**src/rtl/sudoku_game_ctrl.sv**
```systemverilog
// Sudoku game-flow controller: merges debounced buttons and Bluetooth bytes into one
// command stream, owns the 9x9 cursor and sequences board writes and solution checks.
module sudoku_game_ctrl #(
  parameter int DEB_CYCLES = 2
) (
  input  logic       CLK_100MHz,
  input  logic       RST_n,
  input  logic       BTN_U,
  input  logic       BTN_D,
  input  logic       BTN_L,
  input  logic       BTN_R,
  input  logic       BTN_C,
  input  logic       bt_valid,
  input  logic [7:0] bt_data,
  output logic       bt_ready,
  input  logic       fixed_cell,
  output logic [3:0] cur_row,
  output logic [3:0] cur_col,
  output logic       wr_req,
  output logic [6:0] wr_addr,
  output logic [3:0] wr_data,
  input  logic       wr_ack,
  output logic       chk_start,
  input  logic       chk_done,
  input  logic       chk_ok,
  output logic [1:0] game_state,
  output logic [2:0] dbg_state
);

  typedef enum logic [2:0] {
    S_IDLE, S_PLAY, S_WRITE, S_POST, S_START, S_WAIT, S_WIN
  } state_t;

  typedef enum logic [2:0] {K_U, K_D, K_L, K_R, K_C, K_DIG} kind_t;

  localparam logic [7:0] DEB_LAST = 8'(DEB_CYCLES - 1);
  localparam logic [7:0] DEB_MAX  = 8'(DEB_CYCLES);

  state_t      state, state_nx;
  logic [4:0]  raw, sync1, sync2, btn_evt;
  logic [7:0]  deb_cnt [5];
  logic        btn_any, busy, alive;
  logic        cmd_vld, cmd_in_vld;
  kind_t       cmd_kind, cmd_in_kind;
  logic [3:0]  cmd_val, cmd_in_val;
  logic [3:0]  row_q, col_q, row_nx, col_nx;
  logic [6:0]  addr_q, addr_nx, cell_addr;
  logic [3:0]  data_q, data_nx;

  // Bit order is the arbitration order: C, U, D, L, R from MSB down.
  assign raw = {BTN_C, BTN_U, BTN_D, BTN_L, BTN_R};

  always_ff @(posedge CLK_100MHz or negedge RST_n) begin
    if (!RST_n) begin
      sync1 <= '0;
      sync2 <= '0;
      for (int i = 0; i < 5; i++) deb_cnt[i] <= '0;
    end else begin
      sync1 <= raw;
      sync2 <= sync1;
      for (int i = 0; i < 5; i++) begin
        if (!sync2[i])                 deb_cnt[i] <= '0;
        else if (deb_cnt[i] != DEB_MAX) deb_cnt[i] <= deb_cnt[i] + 8'd1;
      end
    end
  end

  always_comb begin
    for (int i = 0; i < 5; i++) btn_evt[i] = sync2[i] && (deb_cnt[i] == DEB_LAST);
  end

  assign btn_any = |btn_evt;
  assign busy    = (state == S_WRITE) || (state == S_POST) ||
                   (state == S_START) || (state == S_WAIT);

  // Handshake: a byte is consumed on an edge where bt_valid && bt_ready. A button event
  // in the same cycle takes the command slot, so the byte is held to a later cycle.
  assign bt_ready = alive && !busy && !btn_any;

  always_comb begin
    cmd_in_vld  = 1'b0;
    cmd_in_kind = K_U;
    cmd_in_val  = 4'd0;
    if (btn_any && !busy) begin
      cmd_in_vld = 1'b1;
      if      (btn_evt[4]) cmd_in_kind = K_C;
      else if (btn_evt[3]) cmd_in_kind = K_U;
      else if (btn_evt[2]) cmd_in_kind = K_D;
      else if (btn_evt[1]) cmd_in_kind = K_L;
      else                 cmd_in_kind = K_R;
    end else if (bt_valid && bt_ready) begin
      cmd_in_vld = 1'b1;
      if (bt_data >= 8'h30 && bt_data <= 8'h39) begin
        cmd_in_kind = K_DIG;
        cmd_in_val  = bt_data[3:0];
      end else begin
        case (bt_data)
          8'h55:   cmd_in_kind = K_U;
          8'h44:   cmd_in_kind = K_D;
          8'h4C:   cmd_in_kind = K_L;
          8'h52:   cmd_in_kind = K_R;
          8'h43:   cmd_in_kind = K_C;
          default: cmd_in_vld  = 1'b0;
        endcase
      end
    end
  end

  assign cell_addr = {3'b000, row_q} * 7'd9 + {3'b000, col_q};

  always_ff @(posedge CLK_100MHz or negedge RST_n) begin
    if (!RST_n) begin
      state    <= S_IDLE;
      alive    <= 1'b0;
      cmd_vld  <= 1'b0;
      cmd_kind <= K_U;
      cmd_val  <= '0;
      row_q    <= '0;
      col_q    <= '0;
      addr_q   <= '0;
      data_q   <= '0;
    end else begin
      state    <= state_nx;
      alive    <= 1'b1;
      cmd_vld  <= cmd_in_vld;
      cmd_kind <= cmd_in_kind;
      cmd_val  <= cmd_in_val;
      row_q    <= row_nx;
      col_q    <= col_nx;
      addr_q   <= addr_nx;
      data_q   <= data_nx;
    end
  end

  always_comb begin
    state_nx = state;
    row_nx   = row_q;
    col_nx   = col_q;
    addr_nx  = addr_q;
    data_nx  = data_q;
    case (state)
      S_IDLE: if (cmd_vld && cmd_kind == K_C) begin
        state_nx = S_PLAY;
        row_nx   = 4'd0;
        col_nx   = 4'd0;
      end
      S_PLAY: if (cmd_vld) begin
        case (cmd_kind)
          K_U: row_nx = (row_q == 4'd0) ? 4'd8 : row_q - 4'd1;
          K_D: row_nx = (row_q == 4'd8) ? 4'd0 : row_q + 4'd1;
          K_L: col_nx = (col_q == 4'd0) ? 4'd8 : col_q - 4'd1;
          K_R: col_nx = (col_q == 4'd8) ? 4'd0 : col_q + 4'd1;
          default: if (!fixed_cell) begin
            state_nx = S_WRITE;
            addr_nx  = cell_addr;
            data_nx  = (cmd_kind == K_C) ? 4'd0 : cmd_val;
          end
        endcase
      end
      S_WRITE: if (wr_ack) state_nx = S_POST;
      S_POST:  state_nx = S_START;
      S_START: state_nx = S_WAIT;
      S_WAIT:  if (chk_done) state_nx = chk_ok ? S_WIN : S_PLAY;
      S_WIN:   if (cmd_vld && cmd_kind == K_C) state_nx = S_IDLE;
      default: state_nx = S_IDLE;
    endcase
  end

  assign cur_row    = row_q;
  assign cur_col    = col_q;
  assign wr_req     = (state == S_WRITE);
  assign wr_addr    = addr_q;
  assign wr_data    = data_q;
  assign chk_start  = (state == S_START);
  assign game_state = (state == S_IDLE) ? 2'd0 :
                      (state == S_PLAY) ? 2'd1 :
                      (state == S_WIN)  ? 2'd3 : 2'd2;
  assign dbg_state  = state;

endmodule

```
**config.mk**
```make
export PLATFORM = sky130hd
export DESIGN_NAME = sudoku_game_ctrl
export DESIGN_NICKNAME = d
export VERILOG_FILES = /design/src/rtl/sudoku_game_ctrl.sv
export SDC_FILE = /design/constraint.sdc
export NUM_CORES = 1
export LEC_CHECK = 0
export ABC_CLOCK_PERIOD_IN_PS = 2800
export CORE_ASPECT_RATIO = 0.75
export CORE_UTILIZATION = 55
export DETAILED_ROUTE_END_ITERATION = 8
export GPL_ROUTABILITY_DRIVEN = 0
export GPL_TIMING_DRIVEN = 0
export PLACE_DENSITY = 0.85
export SLEW_MARGIN = 5
export SYNTH_ARGS = -nofsm -noshare
export SYNTH_HDL_FRONTEND = slang
export SYNTH_SLANG_ARGS = --single-unit
```
**constraint.sdc**
```tcl
create_clock -name CLK_100MHz -period 2.8 [get_ports CLK_100MHz]
set_input_delay 0.56 -clock CLK_100MHz [delete_from_list [all_inputs] [get_ports CLK_100MHz]]
set_output_delay 0.56 -clock CLK_100MHz [all_outputs]
set_load 0.01 [all_outputs]
```
==> impl_metrics.toml <==
[power_and_ir_drop]
power.total_mw = 4.46
p_per_area_nw_per_um2 = 806
leakage_nw = 2.51
ir_worst_vdd_mv = 0.479

[sta]
finalSetupViolCount = 0
slew_violations = 0
min_period_ps = 2740
worst_pin_slew_ps = 616
slew_headroom_pct = 58.3
hold_viol_final = 0
setup_slack_ps = 61.2
fin_skew_ps = 8.96
fmax_mhz = 365
fin_crit_sh_pct = 97.8

[placement]
dp_slack_ps = -189
dpl.hpwl_um = 6600
place_area_um2 = 5200
dp_cells = 633
portBuffers = 44

[critical_path]
crit_arrival_ps = 2180
r2r_setup_slack_ps = 500
worst_r2r_path_depth = 8
r2r-end = "wr_addr[6]"
path_class = "reg2out"
path_max_fanout = 3
crit_chain = "or4_4 -> or4_4 -> nand3_4 -> or2_4 -> nor3b_2 -> buf_2"
critPathMaxStageDelay_ps = 540
critPathRequiredTime_ps = 2240
end_kind = "output port"
path_common_cell = "or4_4"
cp-start-kind = "flop"
timing.rr.start = "cur_row[0]"
critPathSlowestCell = "or4_4"

[synth]
synth_top_area_cell = "dfrtp_1"
synthesis.area_um2 = 4600
synth.net_count = 536
ys_async_sr_fraction_pct = 100
synth-main-ff-cell = "dfrtp_1"
synth_warnings = 0
netlist-cell-type-count = 53
synth.top_cell.area_share_pct = 44.0
ys_ff_latch = 81
synth_area_leaders = "dfrtp_1 44%, ha_1 8.7%, xnor2_1 5.3%"
ys_seq_area_share_pct = 44.0
avgSynthCellArea_um2 = 9.53
netlist_instances = 483
ys_top_cells_by_count = "81 x dfrtp_1, 52 x nand2_1, 34 x o21ai_0"
synthMostInstantiatedCell = "dfrtp_1"
synth_edf_count = 0

[layout]
design_area_um2 = 5530
layout-drive-gt1-share_pct = 8.18
num_antenna_cells = 0
fin_nets = 598
stdcell_count = 655
nFillCells = 619
syn_to_final_growth_pct = 20.1

[floorplan]
fp.dieH_um = 81.2
num_io_pins = 47
start_util_pct = 57.6
core_area_um2 = 7990
die_area_um2 = 8740
dieWidth_um = 108
row_count = 28

[detailed_routing]
drt_wl_total_um = 9170
vias_per_cell = 5.55
drcViolationCount = 0
drt_iter0_markers = 241
first_pass_iters = 6
num_vias = 3632
wl_met3_um = 379
met2_length_um = 4480
top_layer = "met4"
postRouteAntennaNets = 0
wl_met1_um = 4190
routedWlPerCell_um = 14.0

[clocking]
insertion_delay_ps = 360
cts.sinks = 81
cts_tree = "done"
cts-root-buf = "clkbuf_8"
clockBufferDepth = 2
cts_max_level = 3
hold_buffers = 0
clkTransAtPathRegs_ps = 80
cts_buffers = 9

[global_route]
gr-total-overflow = 0
antenna_found_initial = 0
grt_pass1_vias = 3396
grt_max_degree = 66
track_usage_pct = 23.3
grt_first_pass_wirelength_um = 15700

[flow_run]
cap_violations = 0

[min_path]
hold_path.class = "in2async"

[status]
status = "complete, no violations"
-- area by class of cell --
| class | count | area, um2 | share of cell area [%] |
|---|---|---|---|
| Multi-Input combinational cell | 361 | 2460 | 44.5 |
| Sequential cell | 81 | 2030 | 36.7 |
| Timing Repair Buffer | 52 | 513 | 9.28 |
| Clock buffer | 11 | 141 | 2.56 |
| Tap cell | 105 | 131 | 2.38 |
| Clock inverter | 5 | 103 | 1.86 |
| Inverter | 26 | 97.6 | 1.77 |
| Buffer | 14 | 53.8 | 0.973 |
-- per-stage QoR --
| stage | TNS (ps) | hold slack (ps) | util [%] |
|---|---|---|---|
| 5_1_grt | -15.3 | 52.2 | 69.2 |
| 4_1_cts | 0 | 49.9 | 68.8 |
| 6_report | 0 | 56.1 | 69.2 |
| 3_5_place_dp | -189 | 336 | 65.1 |
| 2_1_floorplan | 0 | 264 | - |
| 3_3_place_gp | -132170 | 335 | 64.8 |
-- critical path, delay by kind of cell, from the launching register on --
family        cells  cell delay, ps
buf+inv           1             150
flops             1             390
simple gates      5            1290
-- layer usage --
metal  global-route usage (%)  vias up
li1                         -     1798
met1                     30.6     1731
met2                     37.9       90
met3                     5.46       13
met4                     8.36        0
met5                        0        -
-- worst max-delay path by stage --
stage           startpoint         end  slack, ps  cells past startpoint
2_1_floorplan   deb_cnt[2]    bt_ready        390                      6
3_3_place_gp         RST_n  deb_cnt[9]      -1630                      1
3_5_place_dp    deb_cnt[2]    bt_ready       -190                      7
4_1_cts        deb_cnt[11]    bt_ready         10                      6
5_1_grt        deb_cnt[18]    bt_ready        -20                      6
6_report        deb_cnt[2]    bt_ready         60                      6
-- cells by family after synthesis --
logic type / after synthesis / share of synthesized area [%]
and+or+nand+nor: 207 / 24.5
DFF: 81 / 44.0
AOI/OAI and AO/OA: 77 / 10.5
buffers and inverters: 41 / 3.37
xor gates and xnor gates: 38 / 7.23
adders and majority gates: 33 / 9.13
muxes: 5 / 1.17
other: 1 / 0.0815
-- state kept, by name, indices dropped and copies added (netlist names), 3 cells and up --
register and cells:
sync1 5, wr_addr 7, wr_data 4, cur_row 4
cmd_val 4, cur_col 4, cmd_kind 3, dbg_state 3
sync2 5, deb_cnt 40
-- report_power, final --
group	switching [mW]	internal, mW
clock network	0.419	0.615
logic	0.959	0.852
registers	0.251	1.36
-- cell usage in the layout (no fill, tap or decap), types with 7 or more instances in the layout --
cell type and count:
ha_1 32, clkdlybuf4s50_1 42, a21oi_1 11, nor2_1 22
nand3b_1 7, and3_1 9, clkbuf_1 14, and2_1 24
nor3b_1 7, xnor2_1 28, o21ai_0 34, clkbuf_8 10
xor2_1 10, nand2_1 52, buf_4 8, nor2b_1 10
dfrtp_1 80, inv_1 26, nand3_1 24, nor3_1 12
-- repair_timing --
item	4_1_cts	5_1_grt
gates resized for setup	10	6
endpoints found under the setup margin	1	2
pin swaps	3	1
buffers inserted	5	2
No activity file was read; power rests on OpenSTA's default activity.
==> RTL change 1: new RTL, same flow settings <==
Encoding of `kind_t`: now Gray code (3 bits for 6 values).
--- a/src/rtl/sudoku_game_ctrl.sv
+++ b/src/rtl/sudoku_game_ctrl.sv
@@ -31,7 +31,7 @@
     S_IDLE, S_PLAY, S_WRITE, S_POST, S_START, S_WAIT, S_WIN
   } state_t;
 
-  typedef enum logic [2:0] {K_U, K_D, K_L, K_R, K_C, K_DIG} kind_t;
+  typedef enum logic [2:0] {K_U = 3'b000, K_D = 3'b001, K_L = 3'b011, K_R = 3'b010, K_C = 3'b110, K_DIG = 3'b111} kind_t;
 
   localparam logic [7:0] DEB_LAST = 8'(DEB_CYCLES - 1);
   localparam logic [7:0] DEB_MAX  = 8'(DEB_CYCLES);
Behaviour: no difference found for any inputs over 4 cycles, from zero or initial values and one cycle with RST_n low; so few cycles prove little.
==> RTL change 1 against the original RTL <==
  * Design area shrank 1.6%
  * Area after synthesis is 0.27% lower
  * Wire length increased by 1.3%
  * Non-clock buffer count fell by 6
  * Power up 4.4%
  * Setup slack improved by 0.033 ns
  * Sequential cell count is the same
  * Clock skew up 0.0022 ns
  * Combinational power grew 19%
==> RTL change 1: results (changes against the original RTL) <==
Yosys
The multiplexer share of the synthesized area is 1.85% (+0.68 points). The synthesized net count is 514 (-4.1%). The unique cell type count in the Yosys netlist was 62 (+17%). Ranked by total cell area, the synthesized netlist is headed by dfrtp_1, ha_1, xnor2_1. The average cell area after synthesis is 9.96 um^2 (+4.5%). The synthesized-area fraction occupied by ao, oa, aoi and oai cells came to 10.3% (-0.22 points).

The sequential-to-total area share from yosys stat is 44.2% (+0.12 points). In the synthesized netlist, the cells that appear most often are dfrtp_1, nand2_1, ha_1.

Power
The clock network power is 0.000850 W (-17%). The power consumed by sequential cells was 0.00166 W (+3%). The worst vdd rail ir drop is 0.000527 V (+10%).

The net switching power figure is 0.00184 W (+13%).

GRT
The maximum number of pins on one net before global-route repair came to 71 (+7.6%). The via count of the first global-routing pass came to 3533 (+4.0%). The first-pass GRT wire length is 16000 um (+1.8%).

STA
The setup clock skew after layout is 0.0111 ns (+0.00217 ns). The transition at the pin with the smallest max-transition slack is 0.574 ns (-0.0424 ns).

Final layout
The final-stage net count is 573 (-4.2%). The layout filler cell count came to 634 (+2.4%). The proportion of layout cells with a drive suffix above 1 is 7.63% (-0.55 points). The sequential cell area is 2030 um^2 (about the same).

The final standard cell count with taps included and fillers excluded is 629 (-4.0%).

Place
The placement-stage cell area was 5210 um^2 (+0.14%). The count of buffers inserted at the top-level ports is 46 (+4.5%). The pre-CTS setup slack was 0.0701 ns (+0.259 ns). The post-detailed-placement half-perimeter wirelength was 6730 um (+2.0%).

Setup path
The arrival time of the worst setup path was 2.15 ns (-0.03 ns). The most critical setup path has its startpoint at deb_cnt[16]$_DFFE_PN0P_. The highest net fanout along the worst path is 9 (+6). The critical path's slowest cell is dfrtp_1. The longest individual stage delay on the worst path was 0.43 ns (-0.11 ns).

Outcome
The run finished with clean final reports.

Detailed routing
The via count of the routed design is 3588 (-1.2%).
[RTL change 1: changes by cell type after synthesis, sizes merged, moves of 4 or more]
cell | before | now
clkbuf | 14 | 3
or4 | 6 | 1
buf | 1 | 9
nor2 | 22 | 30
nor2b | 10 | 5
nand4 | 3 | 9
and3 | 10 | 14
inv | 26 | 19
xor2 | 10 | 14
nand2 | 52 | 40
o21ai | 34 | 22
nor3 | 12 | 3
[RTL change 1: worst paths after layout]
path / to / slack [ns]
hold / removal: wr_addr[5]$_DFFE_PN0P_ / 0.04
setup / recovery: bt_ready / 0.09
hold reg to reg: sync2[4]$_DFF_PN0_ / 0.35
setup reg to reg: wr_addr[6]$_DFFE_PN0P_ / 0.49
min in group CLK_100MHz: sync2[4]$_DFF_PN0_ / 0.35
max in group asynchronous: deb_cnt[36]$_DFFE_PN0P_ / 2.17
[RTL change 1: repair_timing]
action	in CTS	in global routing
hold buffers	0	0
resized for setup	5	1
pin swaps	1	0
setup endpoints to repair	1	1
buffers inserted	1	0
[RTL change 1: layout make-up]
class | instances | area share [%]
buffer | 12 | 1.17
clock buffer | 11 | 2.60
clock inverter | 4 | 0.989
inverter | 19 | 1.31
multi-input combinational | 349 | 45.2
sequential | 81 | 37.3
tap | 105 | 2.42
timing repair buffer | 48 | 9.04
[RTL change 1: metal layers]
| layer | vias up | track usage, % | share of wire [%] |
|---|---|---|---|
| met5 | - | 0 | 0 |
| met4 | 0 | 8.22 | 1.9 |
| met3 | 18 | 5.06 | 4.4 |
| met2 | 100 | 41.5 | 49 |
| li1 | 1735 | - | - |
| met1 | 1735 | 29.3 | 44 |
[RTL change 1: cells by family after synthesis]
kind of cell,after synthesis
compound gates,71
xor+xnor,40
fa+ha+maj,33
buf+inv,31
flops,81
mux,8
other cells,1
simple gates,196
==> RTL change 2: new RTL, same flow settings <==
Without the edit above. Add an input register stage for `BTN_L`, without a reset; this delays it by one clock. The other inputs are not delayed to match.
--- a/src/rtl/sudoku_game_ctrl.sv
+++ b/src/rtl/sudoku_game_ctrl.sv
@@ -36,6 +36,12 @@
   localparam logic [7:0] DEB_LAST = 8'(DEB_CYCLES - 1);
   localparam logic [7:0] DEB_MAX  = 8'(DEB_CYCLES);
 
+  logic BTN_L_q;
+
+  always_ff @(posedge CLK_100MHz) begin
+    BTN_L_q <= BTN_L;
+  end
+
   state_t      state, state_nx;
   logic [4:0]  raw, sync1, sync2, btn_evt;
   logic [7:0]  deb_cnt [5];
@@ -48,7 +54,7 @@
   logic [3:0]  data_q, data_nx;
 
   // Bit order is the arbitration order: C, U, D, L, R from MSB down.
-  assign raw = {BTN_C, BTN_U, BTN_D, BTN_L, BTN_R};
+  assign raw = {BTN_C, BTN_U, BTN_D, BTN_L_q, BTN_R};
 
   always_ff @(posedge CLK_100MHz or negedge RST_n) begin
     if (!RST_n) begin
Behaviour: not the same (Yosys sat finds a counterexample within 4 cycles, from zero or initial values and one cycle with RST_n low).
==> RTL change 2 against the original RTL <==
  * Critical path depth is 1 lower
  * Design area shrank 0.88%
  * Highest routed layer unchanged
  * Setup slack better by 0.024 ns
  * Area after synthesis shrank 0.33%
  * Wire length down 3.4%
  * First-iteration DRC count decreased by 23%
  * Sequential cell count rose by 1
  * Cell count shrank 2.6%
  * Largest cell class unchanged
  * Clock skew is 0.0011 ns higher
  * Via count is 1.5% lower
  * Sequential power fell by 3%
  * Power down 9.5%
==> RTL change 2: results (changes against the original RTL) <==
Detailed routing
The detailed router's first-iteration violation count is 186 (-23%). The total iterations of the first detailed-routing run is 5 (-1). The post-detailed-route wirelength per cell came to 13.9 um (-0.85%).

The number of remaining DRC errors came to 0 (unchanged). The number of nets still failing antenna checks after routing is 0 (unchanged). The post-detailed-route via-to-cell ratio was 5.61 (+1.1%).

GRT
The global-route usage over all layers is 21.8% (-1.5 points). The met2 global-route usage is 36.7% (-1.2 points). The maximum number of pins on one net before global-route repair was 62 (-6.1%). The via count of the first global-routing pass is 3306 (-2.7%). The met1 routing resource usage after global routing is 28.0% (-2.7 points). The fraction of met3 tracks used by global routing is 5.14% (-0.32 points). The first-pass GRT wire length is 14700 um (-6.2%). The initial antenna violation count is 0 (unchanged).

Clock tree
The largest buffer count on any clock path is 2 (unchanged). The CTS buffer count is 9 (unchanged). The clock latency on the worst-skew pair is 0.36 ns (about the same). The clock-pin slew reported for the worst setup and hold paths after clock tree synthesis is 0.08 ns (about the same). In this run the clock root is driven by a clkbuf_8. The level count of the clock H-tree came to 3 (unchanged).

Place
The count of placed standard cells including taps is 614 (-3.0%). The placement-stage cell area was 5200 um^2 (about the same). The count of buffers inserted at the top-level ports was 46 (+4.5%).

The pre-CTS setup slack came to -0.0847 ns (+0.104 ns). The post-detailed-placement half-perimeter wirelength is 6360 um (-3.6%).

Setup path
The endpoint identified for the worst register-to-register timing path is wr_addr[6]$_DFFE_PN0P_. The register-to-register setup slack is 0.53 ns (+0.03 ns). The highest net fanout along the worst path came to 2 (-1). The arrival time of the worst setup path was 2.15 ns (-0.03 ns). The depth of the worst register-to-register path is 8 (unchanged). The startpoint of the worst register-to-register path is cur_row[0]$_DFFE_PN0P_.

Yosys
Yosys attributes the largest share of cell area to dfrtp_1, ha_1, xnor2_1. The proportion of register bits with asynchronous set or reset after synthesis was 98.8% (-1.2 points). The sequential-to-total area share from yosys stat is 44.6% (+0.58 points). By count the netlist is led by dfrtp_1, nand2_1, and2_1, ha_1, nand3_1. The unique cell type count in the Yosys netlist is 57 (+7.5%). The synthesized net count is 513 (-4.3%). The average cell area after synthesis is 9.93 um^2 (+4.2%). The synthesis warning total is 0 (unchanged).

Power
The leakage component of the power is 2.61 nW (+3.7%). The worst vdd rail ir drop came to 0.000531 V (+11%).

STA
The setup clock skew after layout is 0.0100 ns (+0.00105 ns). The post-route clock period utilization came to 96.9% (-0.86 points). The tightest hold margin was 0.0812 ns (+0.0251 ns).

Final layout
The number of antenna diodes came to 0 (unchanged). The proportion of layout cells with a drive suffix above 1 is 8.82% (+0.64 points). The register with the most flip-flops is deb_cnt. The number of flip-flops in the largest register is 40 (unchanged).

The final-stage net count was 579 (-3.2%). The final standard cell count with taps included and fillers excluded is 638 (-2.6%).

Hold path
In this run the worst hold path is classified as in2async.

Outcome
The run finished with clean final reports.
## RTL change 2: through the flow
| step | power [W] | setup TNS, ns |
|---|---|---|
| 6_report | 0.00403 | 0 |
| 5_1_grt | 0.00432 | 0 |
| 4_1_cts | 0.00405 | 0 |
| 3_5_place_dp | 0.00307 | -0.0847 |
| 3_3_place_gp | 0.00299 | -130.72 |
| 2_1_floorplan | 0.00259 | 0 |
## RTL change 2: critical path: stages (launching register included)
cell      delay [ns]
dfrtp_1         0.39
or4_4           0.55
nor4_4          0.18
and4bb_2        0.28
and4_2          0.25
buf_2           0.14
## RTL change 2: final cells by class
class / instances / area [um^2]
well taps: 105 / 131
repair buffers: 55 / 541
clock inverters: 5 / 77.6
plain buffers: 10 / 38.8
flip-flops and latches: 82 / 2050
clock buffers: 11 / 141
inverters: 26 / 97.6
fillers: 636 / 2510
multi-input cells: 344 / 2400
## RTL change 2: where the power goes
group	leakage [nW]	internal (W)	switching, W
sequential	1.09	0.00134	0.000218
clock	0.109	0.000523	0.000407
combinational	1.40	0.000728	0.000810
total	2.61	0.00260	0.00144
## RTL change 2: worst max-delay path by stage
stage / from / end / slack (ns)
2_1_floorplan: deb_cnt[21]$_DFFE_PN0P_ / bt_ready / 0.49
3_3_place_gp: RST_n / sync1[2]$_DFF_PN0_ / -1.62
3_5_place_dp: deb_cnt[21]$_DFFE_PN0P_ / bt_ready / -0.08
4_1_cts: deb_cnt[19]$_DFFE_PN0P_ / bt_ready / 0.07
5_1_grt: deb_cnt[12]$_DFFE_PN0P_ / bt_ready / 0.03
6_report: deb_cnt[19]$_DFFE_PN0P_ / bt_ready / 0.09
## RTL change 2: layer usage
| metal | routed length (um) | vias to the layer above |
|---|---|---|
| met2 | 4280 | 85 |
| met4 | 127 | 0 |
| li1 | - | 1747 |
| met3 | 362 | 15 |
| met5 | 0 | - |
| met1 | 4090 | 1731 |
## RTL change 2: kinds of logic (layout without fill, tap and decap cells)
| group | count (synthesis) | after routing | synth area share [%] |
|---|---|---|---|
| other cells | 1 | 1 | 0.0817 |
| simple gates | 191 | 191 | 24.4 |
| mux | 3 | 3 | 0.709 |
| buf+inv | 36 | 107 | 2.97 |
| fa+ha+maj | 31 | 31 | 8.62 |
| compound gates | 77 | 77 | 10.8 |
| xor+xnor | 41 | 41 | 7.83 |
| flops | 82 | 82 | 44.6 |
## RTL change 2: repair_timing
| item | in CTS | in global routing |
|---|---|---|
| buffers inserted | 8 | 0 |
| gates resized for setup | 4 | 0 |
| setup endpoints to repair | 1 | 0 |
| hold buffers | 0 | 0 |
